`src/rtl/game_flow_ctrl.sv`:
```
// Game-flow controller for the flappy-bird datapath: button conditioning,
// hit/pass merging, IDLE/RUN/HIT/OVER sequencing with lives, score and high score.
module game_flow_ctrl #(
    parameter int N_CH        = 2,
    parameter int SCORE_W     = 10,
    parameter int LIVES       = 1,
    parameter int LIVES_W     = 3,
    parameter int DEBOUNCE    = 4,
    parameter int FLASH_TICKS = 32
) (
    input  logic               gameClk,
    input  logic               reset_n,
    input  logic               btn,
    input  logic [N_CH-1:0]    hit,
    input  logic [N_CH-1:0]    pass,
    output logic               flap,
    output logic               run,
    output logic               respawn,
    output logic               finished,
    output logic [SCORE_W-1:0] score,
    output logic [SCORE_W-1:0] high_score,
    output logic [LIVES_W-1:0] lives,
    output logic [1:0]         state
);

    localparam logic [1:0] S_IDLE = 2'd0;
    localparam logic [1:0] S_RUN  = 2'd1;
    localparam logic [1:0] S_HIT  = 2'd2;
    localparam logic [1:0] S_OVER = 2'd3;

    localparam int CNT_W = $clog2(DEBOUNCE + 1);
    localparam int FL_W  = $clog2(FLASH_TICKS + 1);
    localparam int PC_W  = $clog2(N_CH + 1);
    localparam int SUM_W = SCORE_W + 1;
    localparam logic [SCORE_W-1:0] SCORE_MAX = {SCORE_W{1'b1}};

    logic [1:0]       sync;
    logic             db;
    logic             db_q;
    logic [CNT_W-1:0] db_cnt;
    logic             press;
    logic [FL_W-1:0]  flash_cnt;
    logic [PC_W-1:0]  pass_cnt;
    logic [SUM_W-1:0] score_sum;
    logic [SCORE_W-1:0] score_next;

    // NOTE: sequential state uses non-blocking assignments so every flop samples
    // pre-edge values; blocking here would chain the synchroniser into one stage.
    always_ff @(posedge gameClk or negedge reset_n) begin
        if (!reset_n) begin
            sync   <= 2'b00;
            db     <= 1'b0;
            db_q   <= 1'b0;
            db_cnt <= '0;
            press  <= 1'b0;
        end else begin
            sync <= {sync[0], btn};
            if (sync[1] != db) begin
                if (db_cnt == CNT_W'(DEBOUNCE - 1)) begin
                    db     <= sync[1];
                    db_cnt <= '0;
                end else begin
                    db_cnt <= db_cnt + 1'b1;
                end
            end else begin
                db_cnt <= '0;
            end
            db_q  <= db;
            press <= db & ~db_q;
        end
    end

    // NOTE: every always_comb output gets a default first so no latch is inferred.
    always_comb begin
        pass_cnt = '0;
        for (int i = 0; i < N_CH; i++) begin
            pass_cnt = pass_cnt + PC_W'(pass[i]);
        end
        score_sum  = {1'b0, score} + SUM_W'(pass_cnt);
        score_next = score_sum[SCORE_W] ? SCORE_MAX : score_sum[SCORE_W-1:0];
    end

    always_ff @(posedge gameClk or negedge reset_n) begin
        if (!reset_n) begin
            state      <= S_IDLE;
            flap       <= 1'b0;
            run        <= 1'b0;
            respawn    <= 1'b0;
            finished   <= 1'b0;
            score      <= '0;
            high_score <= '0;
            lives      <= LIVES_W'(LIVES);
            flash_cnt  <= '0;
        end else begin
            flap    <= 1'b0;
            respawn <= 1'b0;
            case (state)
                S_IDLE: begin
                    if (press) begin
                        state <= S_RUN;
                        run   <= 1'b1;
                        flap  <= 1'b1;
                    end
                end
                S_RUN: begin
                    if (press) flap <= 1'b1;
                    // A hit in the same cycle as a pass pulse drops the pass.
                    if (|hit) begin
                        state     <= S_HIT;
                        run       <= 1'b0;
                        lives     <= lives - 1'b1;
                        flash_cnt <= '0;
                    end else begin
                        score <= score_next;
                    end
                end
                S_HIT: begin
                    if (flash_cnt == FL_W'(FLASH_TICKS - 1)) begin
                        flash_cnt <= '0;
                        if (lives == '0) begin
                            state    <= S_OVER;
                            finished <= 1'b1;
                            if (score > high_score) high_score <= score;
                        end else begin
                            state   <= S_RUN;
                            run     <= 1'b1;
                            respawn <= 1'b1;
                        end
                    end else begin
                        flash_cnt <= flash_cnt + 1'b1;
                    end
                end
                S_OVER: begin
                    if (press) begin
                        state    <= S_IDLE;
                        finished <= 1'b0;
                        score    <= '0;
                        lives    <= LIVES_W'(LIVES);
                        respawn  <= 1'b1;
                    end
                end
                default: state <= S_IDLE;
            endcase
        end
    end

endmodule
```
`config.mk`:
```
export PLATFORM = sky130hd
export DESIGN_NAME = game_flow_ctrl
export DESIGN_NICKNAME = d
export VERILOG_FILES = /design/src/rtl/game_flow_ctrl.sv
export SDC_FILE = /design/constraint.sdc
export NUM_CORES = 1
export LEC_CHECK = 0
export CORE_MARGIN = 2
export CORE_UTILIZATION = 53
export DETAILED_ROUTE_END_ITERATION = 8
export PLACE_DENSITY_LB_ADDON = 0.3
export SLEW_MARGIN = 30
export SYNTH_ARGS = -nofsm -noshare
export SYNTH_HDL_FRONTEND = slang
export SYNTH_SLANG_ARGS = --single-unit
```
`constraint.sdc`:
```
create_clock -name gameClk -period 2.55 [get_ports gameClk]
set_clock_uncertainty 0.05 [all_clocks]
set_input_delay 0.3825 -clock gameClk [delete_from_list [all_inputs] [get_ports gameClk]]
set_output_delay 0.3825 -clock gameClk [all_outputs]
set_load 0.005 [all_outputs]
```
==> metrics.txt <==
outcome=completed; post-route cell area=~2900 um^2; GRT Overall Usage=between 20% and 30%; cells resized by post-CTS repair=0; setup fix buffers added after clock tree synthesis=0; Fill cells=310; Synth Area per Inst=between 10 and 15 um^2; most used flip-flop cell after synthesis=dfrtp_1; violation count after the first detailed-routing iteration=between 150 and 200; routed wire length=roughly 4700 um; number of instances in the synthesized netlist=217; number of nets in the final layout=between 200 and 300; routed via count divided by cell count=between 5 and 6; area enclosed by the die boundary=slightly below 5000 um^2; CTS buffer count=5; global placer's final weighted congestion=a little over 0.8; Synth Cell Area=2270 um^2; portion of synthesized cell area occupied by the leading cell type=a little under half; Syn Nets=240; grt met2 use=33.5%; estimated wirelength of the detail-placed design=about 3400 um; Routed WL per cell=14.8 um; arrival time at the worst endpoint=2.47 ns; area added between synthesis and finish=26.5%; met3 Track Usage GR=under 10%; clock latency on the worst-skew pair=0.30 ns; post-route setup TNS=0 ns; maximum fanout along the worst path=3; top achievable clock speed=430 MHz; vias post-DR=between 1500 and 2000; placeable core area=4060 um^2; post-synthesis share of cell area spent on xor and xnor gates=less than 1%; fraction of synthesized area in multiplexers=around 8.4%; CTS clk-pin slew, worst paths=around 0.08 ns; Sinks on Clock Net=43; starting utilization of the core area=a little under three fifths; worst slack at placement=-0.0816 ns; list of most frequent post-synthesis cells=dfrtp_1, inv_1, o21ai_0; TritonCTS clock tree=yes; via count of the first global-routing pass=approximately 1700; simple-gate portion of the synthesized area=between 10% and 20%; wire length of the first global-routing pass=approximately 8200 um; share of the synthesized area in compound gates (AO/OA/AOI/OAI)=a little over an eighth; Synth Area in Adders=a little under a tenth; GRT busiest layer=met2; number of pins with negative max-slew slack in the final report=0; max-capacitance violation count=0; worst rel slew slack=64.4%; top area cells in the synthesized netlist=dfrtp_1, ha_1, mux2_4; sequential-to-total area share from yosys stat=roughly 47%; Hold Path Class=in -> async; Final Non-Filler Cells=321; clock root buffer=clkbuf_8; Worst-Margin Slew=~0.53 ns; Setup violations, final=0; share of layout cells above drive strength 1=about 15%; height of the die=a little under 70 um; placed cell count=313; number of routed nets with antenna violations=0; dominant combinational cell family by area after synthesis=simple AND/OR/NAND/NOR gates; Setup crit start kind=input port; warning count from the yosys run=0; largest net degree at the start of global routing=44; cell type contributing the most total cell area after synthesis=dfrtp_1; fraction of synthesis flops using an asynchronous set or reset pin=100%; final cycle utilization of the critical path=slightly above 90%; Residual DRC=0; fraction of met1 tracks used by global routing=between 20 and 30%; worst ir drop on vdd=around 0.49 mV; CTS H-tree depth=2; CP Class=in -> reg; RSZ-0062 raised after global routing=no; Final Critical Period=between 2 and 2.5 ns; final hold violation count=0; top-level port count=36; initial antenna violation count=0; #FFs+latches synth=43; Longest Clk Path Bufs=2; cell with the most instances after synthesis=dfrtp_1; Pwr per Cell Area=between 800 and 900 nW/um^2; Cell Area, Placed=2770 um^2; Port Buf Inserts=35; count of flip-flops with a built-in enable after synthesis=0; endpoint kind of the worst setup timing path=flop; worst-case setup margin in the final layout=about 0.22 ns; leakage power of the design=between 1 and 1.5 nW; number of detailed-route iterations in the first pass=4; Distinct cells, synth=43; CTS hold repair buffers=0; Diodes inserted=0; total gr overflow=0; total power=~2.3 mW; site row count=23; die width=just under 70 um; Worst Path Required=between 2 and 3 ns
==> routing by layer <==
layer	vias up	wire length [um]	part of all wire, %
li1	873	-	-
met5	-	0	0
met2	43	2270	48
met3	9	231	4.9
met4	0	78	1.6
met1	870	2160	46
==> placed cells by master (no fill, tap or decap), drive strengths merged, types with 2 or more instances in the layout <==
cell type | netlist | routed
dfrtp | 42 | 42
nor2 | 11 | 11
ha | 15 | 15
nor2b | 5 | 5
and3 | 3 | 3
a311oi | 2 | 2
inv | 22 | 22
nand3 | 8 | 8
nor3 | 5 | 5
o31ai | 3 | 3
buf | 2 | 17
nor3b | 2 | 2
or2 | 2 | 2
a31oi | 4 | 4
o21ai | 19 | 19
a21o | 3 | 3
clkdlybuf4s50 | 0 | 34
a21oi | 12 | 12
mux2 | 9 | 9
clkbuf | 3 | 8
mux2i | 6 | 6
nand2 | 16 | 16
xnor2 | 2 | 2
a211oi | 2 | 2
nand4 | 4 | 4
==> sequential cells by signal, indices dropped and copies added (netlist names), 2 cells and up <==
name,count
flash_cnt,6
score,10
state,2
sync,2
high_score,10
db_cnt,3
lives,3
==> kinds of logic after synthesis <==
family | after synthesis
AO/OA/AOI/OAI | 50
XOR/XNOR | 2
adder cells (fa/ha/maj) | 16
buffers and inverters | 27
flip-flops | 43
multiplexers | 15
AND/OR/NAND/NOR | 64
==> where the power goes <==
group,internal [mW],switching (mW)
clock,0.247,0.233
sequential,0.841,0.161
combinational,0.422,0.415
total,1.51,0.810
==> worst max-delay path, cell delays in order <==
cell and delay [ns]:
clkdlybuf4s50_1 0.45, inv_1 0.05, fa_1 0.48, inv_1 0.09, ha_1 0.15, nand4_1 0.12, buf_4 0.17, nor2_1 0.14
nand4_1 0.14, a211oi_1 0.29
==> through the flow <==
step                hold slack, ns  util, %
floorplan                   0.0369        -
global placement             0.283     68.2
detailed placement           0.287     68.2
CTS                          0.204     70.7
global route                0.0441     70.8
finish                     0.00921     70.8
==> final cells by class <==
| type | count | area (um^2) | area share, % |
|---|---|---|---|
| multi-input combinational | 147 | 1080 | 37.6 |
| inverter | 22 | 82.6 | 2.88 |
| clock buffer | 8 | 100 | 3.49 |
| sequential | 43 | 1080 | 37.5 |
| tap | 50 | 62.6 | 2.18 |
| timing repair buffer | 51 | 468 | 16.3 |
==> path summary, 6_finish.rpt <==
path                       depth (start not counted)      from       endpoint  slack (ns)
max                                               10   pass[0]       score[8]        0.22
min                                                1   reset_n       score[7]       0.009
max reg2reg                                        6  state[0]  high_score[6]        0.35
min reg2reg                                        0   sync[0]        sync[1]        0.30
max in group asynchronous                          1   reset_n       lives[0]        2.07
min in group gameClk                               0   sync[0]        sync[1]        0.30
Power figures use the tool's default switching activity.
